<file path="config.mk">
export PLATFORM = sky130hd
export DESIGN_NAME = m4_readout_streamer_flat
export DESIGN_NICKNAME = d
export VERILOG_FILES = /design/src/rtl/hist_eq_pkg.sv /design/src/rtl/m4_readout_streamer_if.sv /design/src/rtl/m4_readout_streamer_word_fifo2.sv /design/src/rtl/m4_readout_streamer.sv /design/src/flat_wrapper.sv
export SDC_FILE = /design/constraint.sdc
export NUM_CORES = 1
export LEC_CHECK = 0
export CAP_MARGIN = 30
export CORE_AREA = 2 2 163 165
export CTS_CLUSTER_DIAMETER = 40
export DETAILED_ROUTE_END_ITERATION = 8
export DIE_AREA = 0 0 165 167
export GPL_TIMING_DRIVEN = 0
export PLACE_DENSITY = 0.86
export SLEW_MARGIN = 10
export SYNTH_ARGS = -nofsm -noshare
export SYNTH_HDL_FRONTEND = slang
export SYNTH_HIERARCHICAL = 1
export SYNTH_SLANG_ARGS = --single-unit
</file>
<file path="constraint.sdc">
create_clock -name clock -period 5.7 [get_ports clock]
set_input_delay 1.14 -clock clock [delete_from_list [all_inputs] [get_ports clock]]
set_output_delay 1.14 -clock clock [all_outputs]
set_load 0.02 [all_outputs]
</file>
<file path="src/rtl/hist_eq_pkg.sv">
// Shared constants, FSM state type and pixel-extraction helper for the
// histogram-equalizer output path (M4 readout streamer).
package hist_eq_pkg;

  localparam int ADDR_W       = 16;
  localparam int DATA_W       = 128;
  localparam int PIX_W        = 8;
  localparam int PIX_PER_WORD = DATA_W / PIX_W;
  localparam int IDX_W        = $clog2(PIX_PER_WORD);

  typedef enum logic [1:0] {
    IDLE = 2'd0,
    RUN  = 2'd1,
    DONE = 2'd2
  } readout_state_t;

  // Byte idx of an M4 word; byte 0 lives in bits [PIX_W-1:0].
  function automatic logic [PIX_W-1:0] pixel_of(input logic [DATA_W-1:0] word,
                                                input logic [IDX_W-1:0]  idx);
    logic [DATA_W-1:0] shifted;
    shifted = word >> (idx * PIX_W);
    return shifted[PIX_W-1:0];
  endfunction

endpackage

</file>
<file path="src/rtl/m4_readout_streamer_if.sv">
// M4 read port plus outgoing pixel valid/ready stream.
// master = streamer side, slave = memory/sink side.
interface m4_readout_streamer_if;
  import hist_eq_pkg::*;

  logic [ADDR_W-1:0] M4_ReadAddress;
  logic [DATA_W-1:0] M4_ReadBus;
  logic [PIX_W-1:0]  pix_data;
  logic              pix_valid;
  logic              pix_ready;

  modport master (
    output M4_ReadAddress,
    input  M4_ReadBus,
    output pix_data,
    output pix_valid,
    input  pix_ready
  );

  modport slave (
    input  M4_ReadAddress,
    output M4_ReadBus,
    input  pix_data,
    input  pix_valid,
    output pix_ready
  );

endinterface

</file>
<file path="src/rtl/m4_readout_streamer_word_fifo2.sv">
// word_fifo2: two-entry DATA_W word FIFO. Simultaneous push and pop leaves
// occupancy unchanged; push when full and pop when empty are ignored.
module word_fifo2 import hist_eq_pkg::*; (
  input  logic              clock,
  input  logic              reset,
  input  logic              i_push,
  input  logic              i_pop,
  input  logic [DATA_W-1:0] i_data,
  output logic              o_full,
  output logic              o_empty,
  output logic [1:0]        o_count,
  output logic [DATA_W-1:0] o_head
);

  logic [DATA_W-1:0] r_mem [2];
  logic              r_wr_ptr;
  logic              r_rd_ptr;
  logic [1:0]        r_count;
  logic              w_push;
  logic              w_pop;

  assign w_push  = i_push && (r_count != 2'd2);
  assign w_pop   = i_pop  && (r_count != 2'd0);
  assign o_full  = (r_count == 2'd2);
  assign o_empty = (r_count == 2'd0);
  assign o_count = r_count;
  assign o_head  = r_mem[r_rd_ptr];

  // Storage write; contents are don't-care while the entry is not occupied.
  always_ff @(posedge clock) begin
    if (w_push) begin
      r_mem[r_wr_ptr] <= i_data;
    end
  end

  // Pointer and occupancy bookkeeping.
  always_ff @(posedge clock) begin
    if (reset) begin
      r_wr_ptr <= 1'b0;
      r_rd_ptr <= 1'b0;
      r_count  <= 2'd0;
    end else begin
      if (w_push) r_wr_ptr <= ~r_wr_ptr;
      if (w_pop)  r_rd_ptr <= ~r_rd_ptr;
      case ({w_push, w_pop})
        2'b10:   r_count <= r_count + 2'd1;
        2'b01:   r_count <= r_count - 2'd1;
        default: r_count <= r_count;
      endcase
    end
  end

endmodule

</file>
<file path="src/rtl/m4_readout_streamer.sv">
// m4_readout_streamer: fetches word_count M4 words starting at base_addr and
// streams them out byte 0 first as PIX_W-bit pixels over valid/ready.
// Optional feature macro: M4_READOUT_CHECKSUM_EN (16-bit pixel sum on checksum).
module m4_readout_streamer import hist_eq_pkg::*; (
  input  logic              clock,
  input  logic              reset,
  input  logic              start,
  input  logic [ADDR_W-1:0] base_addr,
  input  logic [ADDR_W-1:0] word_count,
  output logic              busy,
  output logic              done,
  output logic [15:0]       checksum,
  m4_readout_streamer_if.master bus
);

  readout_state_t    r_state;
  readout_state_t    w_state_next;
  logic [ADDR_W-1:0] r_read_addr;
  logic [ADDR_W-1:0] r_next_addr;
  logic [ADDR_W-1:0] r_words_left;
  logic              r_inflight;    // address phase of the outstanding read
  logic              r_data_phase;  // M4_ReadBus carries the read data
  logic [IDX_W-1:0]  r_idx;

  logic              w_fifo_full;
  logic              w_fifo_empty;
  logic [1:0]        w_fifo_count;
  logic [DATA_W-1:0] w_head;
  logic              w_start_ok;
  logic              w_launch;
  logic              w_read_busy;
  logic              w_issue;
  logic              w_pix_valid;
  logic              w_hs;
  logic              w_pop;
  logic              w_last;

  assign w_start_ok  = (r_state == IDLE) && start;
  assign w_launch    = w_start_ok && (word_count != {ADDR_W{1'b0}});
  assign w_read_busy = r_inflight | r_data_phase;
  // Only one read outstanding, and never more words than the FIFO can hold.
  assign w_issue     = (r_state == RUN) && (r_words_left != {ADDR_W{1'b0}}) &&
                       !w_read_busy && !w_fifo_full;
  assign w_pix_valid = !w_fifo_empty;
  assign w_hs        = w_pix_valid && bus.pix_ready;
  assign w_pop       = w_hs && (r_idx == IDX_W'(PIX_PER_WORD - 1));
  // Final pop: nothing left to issue, nothing outstanding, only the head queued.
  assign w_last      = w_pop && (w_fifo_count == 2'd1) &&
                       (r_words_left == {ADDR_W{1'b0}}) && !w_read_busy;

  assign bus.pix_valid      = w_pix_valid;
  assign bus.pix_data       = w_pix_valid ? pixel_of(w_head, r_idx) : {PIX_W{1'b0}};
  assign bus.M4_ReadAddress = r_read_addr;
  assign busy               = (r_state == RUN);
  assign done               = (r_state == DONE);

  word_fifo2 u_fifo (
    .clock   (clock),
    .reset   (reset),
    .i_push  (r_data_phase),
    .i_pop   (w_pop),
    .i_data  (bus.M4_ReadBus),
    .o_full  (w_fifo_full),
    .o_empty (w_fifo_empty),
    .o_count (w_fifo_count),
    .o_head  (w_head)
  );

  // FSM state register.
  always_ff @(posedge clock) begin
    if (reset) r_state <= IDLE;
    else       r_state <= w_state_next;
  end

  // FSM next-state logic.
  always_comb begin
    w_state_next = r_state;
    case (r_state)
      IDLE: begin
        if (w_start_ok) begin
          if (word_count != {ADDR_W{1'b0}}) w_state_next = RUN;
          else                              w_state_next = DONE;
        end else begin
          w_state_next = IDLE;
        end
      end
      RUN: begin
        if (w_last) w_state_next = DONE;
        else        w_state_next = RUN;
      end
      DONE:    w_state_next = IDLE;
      default: w_state_next = IDLE;
    endcase
  end

  // Read issue: first read launches straight from IDLE on start, the rest
  // are issued from RUN; addresses wrap modulo 2^ADDR_W.
  always_ff @(posedge clock) begin
    if (reset) begin
      r_read_addr  <= {ADDR_W{1'b0}};
      r_next_addr  <= {ADDR_W{1'b0}};
      r_words_left <= {ADDR_W{1'b0}};
      r_inflight   <= 1'b0;
      r_data_phase <= 1'b0;
    end else begin
      r_data_phase <= r_inflight;
      if (w_launch) begin
        r_read_addr  <= base_addr;
        r_next_addr  <= base_addr + ADDR_W'(1);
        r_words_left <= word_count - ADDR_W'(1);
        r_inflight   <= 1'b1;
      end else if (w_issue) begin
        r_read_addr  <= r_next_addr;
        r_next_addr  <= r_next_addr + ADDR_W'(1);
        r_words_left <= r_words_left - ADDR_W'(1);
        r_inflight   <= 1'b1;
      end else begin
        r_inflight   <= 1'b0;
      end
    end
  end

  // Serializer byte index; wraps to 0 when the head word is popped.
  always_ff @(posedge clock) begin
    if (reset) begin
      r_idx <= {IDX_W{1'b0}};
    end else if (w_hs) begin
      if (w_pop) r_idx <= {IDX_W{1'b0}};
      else       r_idx <= r_idx + IDX_W'(1);
    end else begin
      r_idx <= r_idx;
    end
  end

`ifdef M4_READOUT_CHECKSUM_EN
  logic [15:0] r_csum;

  // Pixel sum: cleared on accepted start, accumulates every handshaken pixel.
  always_ff @(posedge clock) begin
    if (reset) begin
      r_csum <= 16'h0000;
    end else if (w_start_ok) begin
      r_csum <= 16'h0000;
    end else if (w_hs) begin
      r_csum <= r_csum + {{(16-PIX_W){1'b0}}, bus.pix_data};
    end else begin
      r_csum <= r_csum;
    end
  end

  assign checksum = r_csum;
`else
  assign checksum = 16'h0000;
`endif

endmodule

</file>
<file path="src/flat_wrapper.sv">
// flat-port wrapper written by rule: the top's interface ports become plain ports
module m4_readout_streamer_flat import hist_eq_pkg::*;
  (clock, reset, start, base_addr, word_count, busy, done, checksum, bus_M4_ReadAddress, bus_M4_ReadBus, bus_pix_data, bus_pix_valid, bus_pix_ready);
  m4_readout_streamer_if bus_i ();
  input  logic clock;
  input  logic reset;
  input  logic start;
  input  logic [ADDR_W-1:0] base_addr;
  input  logic [ADDR_W-1:0] word_count;
  output logic busy;
  output logic done;
  output logic [15:0] checksum;
  output wire logic [$bits(bus_i.M4_ReadAddress)-1:0] bus_M4_ReadAddress;
  input wire logic [$bits(bus_i.M4_ReadBus)-1:0] bus_M4_ReadBus;
  output wire logic [$bits(bus_i.pix_data)-1:0] bus_pix_data;
  output wire logic [$bits(bus_i.pix_valid)-1:0] bus_pix_valid;
  input wire logic [$bits(bus_i.pix_ready)-1:0] bus_pix_ready;
  assign bus_M4_ReadAddress = bus_i.M4_ReadAddress;
  assign bus_i.M4_ReadBus = bus_M4_ReadBus;
  assign bus_pix_data = bus_i.pix_data;
  assign bus_pix_valid = bus_i.pix_valid;
  assign bus_i.pix_ready = bus_pix_ready;
  m4_readout_streamer u_core (.clock(clock), .reset(reset), .start(start), .base_addr(base_addr), .word_count(word_count), .busy(busy), .done(done), .checksum(checksum), .bus(bus_i));
endmodule
</file>
==> metrics <==
top-count cell post-synth edfxtp_1; Worst Setup Path Type input port to flip-flop; H-tree depth 2; Lkg Pwr slightly above 0.006 uW; Clk network pwr share 0.461; Core Area approximately 26000 um^2; Max transition margin 0.3914; CTS tree done; synthesized instance count about 940; Worst-path clk slew around 0.060 ns; CTS max path bufs 3; pwr dens roughly 330 nW/um^2; FMAX ~190 MHz; CP max FO 10; average size of a mapped cell 14.85 um^2; RR Startpoint u_core/r_state[1]; post-synth top area cell edfxtp_1; Sw Share 0.2245; main area contributors after synthesis edfxtp_1 (55%), mux2_2 (11%), dfxtp_1 (8.7%), mux4_2 (6.4%), nand2_1 (2.0%); WHS Endpoint u_core/bus.M4_ReadAddress[1]; Seq pwr share 0.443; P_sw 1337 uW; Worst EP arrival around 5.8 ns; combinational share of power 0.096; layout cells sized above 1 0.2427; initial antenna violation count 7; initial DRC count ~950; placed cells ~1500; status complete, no violations; port bufs 190; DRC errors left 0; post-synth top area share 0.5483; Wirelength per Cell between 20 and 25 um; post-route ant nets 0; final hold vios 0; count of cell types in the netlist 60; clock latency on the worst-skew pair between 0.5 and 0.6 ns; die height 167 um; sequential fraction of the synthesis area 0.6354; Hold Crit Class flip-flop to flip-flop; reg2reg end u_core/r_words_left[14]; RSZ-0062 raised after global routing false; fin util 0.6986; crit path time final roughly 5.4 ns; Critical Path RT 6.09 ns; CTS Root Cell clkbuf_16; crit path launch word_count[11]; total die area between 20000 and 30000 um^2; CTS buffer count 41; Tcrit/Tclk final 0.9414; Non-Filler Instances 1568; GR Overflow Total 0; routability congestion estimate from global placement 0.9121; MaxCap Viol Count 0; Yosys reg bits roughly 320; via count approximately 9000; Hold Crit Start u_core/bus.M4_ReadAddress[1]; number of synthesized flops with an enable pin 256; first-pass GRT wire length 51.49 mm; largest net degree at the start of global routing 70; Initial Util 0.5442; DR pass1 iterations 5; DPL Wire Length between 20 and 25 mm; maximum VDD drop about 0.25 mV; clock sinks roughly 320; worst clock skew 0.02694 ns; synth cell count leaders edfxtp_1 (256), mux2_2 (131), nand2_1 (76); mapped cell area around 14000 um^2; Slew Limit Fails 0; worst reg2reg path depth 12; GRT Overall Usage 0.2468; Rows between 50 and 60; most used flip-flop cell after synthesis edfxtp_1; # setup viols final 0; vias in the first global route 9292; Die W 165 um; Net count, final ~1400; Slew @ Worst Pin 0.9129 ns; crit end category flip-flop; Setup crit start kind input port; Ys Warns 6; final wirelength 34.08 mm; ys async rst share 0; hold path cells 2; WHS around 0.46 ns; drt via density 5.797; cell-internal power 4620 uW; I/O pin cnt between 200 and 250; R2R Setup Slk about 1.4 ns; P&R area growth vs syn 28.37%
-- kinds of logic after synthesis --
logic type | synth area share
AO/OA/AOI/OAI | 0.04230
XOR/XNOR | 0.02936
adder cells (fa/ha/maj) | 0.003570
buffers and inverters | 0.02704
flip-flops | 0.6354
multiplexers | 0.1813
other | 0.0002675
AND/OR/NAND/NOR | 0.08076
-- metal layers --
metal / vias up / wire length, um / global-route usage
met1: 4463 / 13310 / 0.3265
met3: 75 / 3087 / 0.05430
met4: 2 / 1078 / 0.09679
li1: 4107 / - / -
met2: 442 / 16590 / 0.3987
met5: - / 13 / 0
-- worst max-delay path, stage by stage --
cell and delay (ns):
clkdlybuf4s50_1 0.48, or4_1 0.60, or4b_4 0.54, o21a_1 0.21, buf_6 0.15, clkbuf_1 0.29, mux2i_1 0.27, ha_1 0.17
clkbuf_1 0.37, nor4b_1 0.54, mux2i_4 0.22, nor4_1 0.43, mux2i_1 0.25, o21ai_1 0.08
-- cell usage in the layout, fill, tap and decap left out, drive strengths merged, types with 9 or more instances in the layout --
master / n
a211oi: 14
a21oi: 19
a311oi: 15
and2: 9
and3: 10
buf: 47
bufinv: 9
clkbuf: 63
clkdlybuf4s50: 190
clkinv: 17
conb: 16
dfxtp: 61
edfxtp: 256
inv: 15
mux2: 131
mux2i: 15
mux4: 40
nand2: 76
nand3: 17
nand4: 12
nor2: 60
nor3: 15
o21ai: 10
xnor2: 24
xor2: 23
-- timing repair --
item	in CTS	in global routing
gates resized for setup	0	1
buffers inserted	0	0
endpoints found under the setup margin	0	3
hold buffers	0	0
-- power groups by stage --
| stage | Combinational (uW) | Clock, uW | Sequential [uW] |
|---|---|---|---|
| 2_1_floorplan | 293 | 0 | 2690 |
| 3_3_place_gp | 543 | 0 | 2690 |
| 3_5_place_dp | 559 | 0 | 2690 |
| 4_1_cts | 566 | 2790 | 2640 |
| 5_1_grt | 613 | 2890 | 2650 |
| 6_report | 570 | 2750 | 2640 |
-- through the flow --
| stage | TNS, ns | worst slack (ns) | area [um^2] | total power [uW] |
|---|---|---|---|---|
| after global placement | -0.6897 | -0.2425 | 16400 | 3234 |
| after floorplan | 0 | 0.9076 | 14080 | 2984 |
| final | 0 | 0.3338 | 18000 | 5957 |
| after global routing | 0 | 0.07681 | 17990 | 6152 |
| after CTS | 0 | 0.2360 | 17970 | 5998 |
| after detailed placement | -0.7988 | -0.2748 | 16490 | 3244 |
-- layout make-up --
class / instances / area (um^2)
Antenna cell: 5 / 12.51
Clock buffer: 43 / 1033
Timing Repair Buffer: 194 / 1996
Tap cell: 335 / 419.2
Sequential cell: 317 / 8909
Inverter: 10 / 42.54
Buffer: 63 / 337.8
Multi-Input combinational cell: 568 / 4798
Clock inverter: 33 / 450.4
Fill cell: 1680 / 7765
-- worst max-delay path by stage --
stage | to | slack (ns)
after floorplan | u_core/r_next_addr[10] | 0.91
after global placement | u_core/r_next_addr[10] | -0.24
after detailed placement | u_core/r_next_addr[14] | -0.27
after CTS | u_core/r_next_addr[10] | 0.24
after global routing | u_core/r_words_left[14] | 0.08
final | u_core/r_words_left[14] | 0.33
-- sequential cells by signal, indices dropped and copies added, names as in the netlist, named ones only --
register                   count
u_core/bus.M4_ReadAddress     16
u_core/u_fifo/o_count          2
u_core/r_words_left           16
u_core/r_idx                   4
u_core/r_next_addr            16
u_core/r_state                 2
u_core/u_fifo/r_rd_ptr         1
u_core/u_fifo/r_wr_ptr         1
u_core/r_inflight              1
u_core/u_fifo/r_mem          256
u_core/r_data_phase            1
No activity file was read; power rests on OpenSTA's default activity.
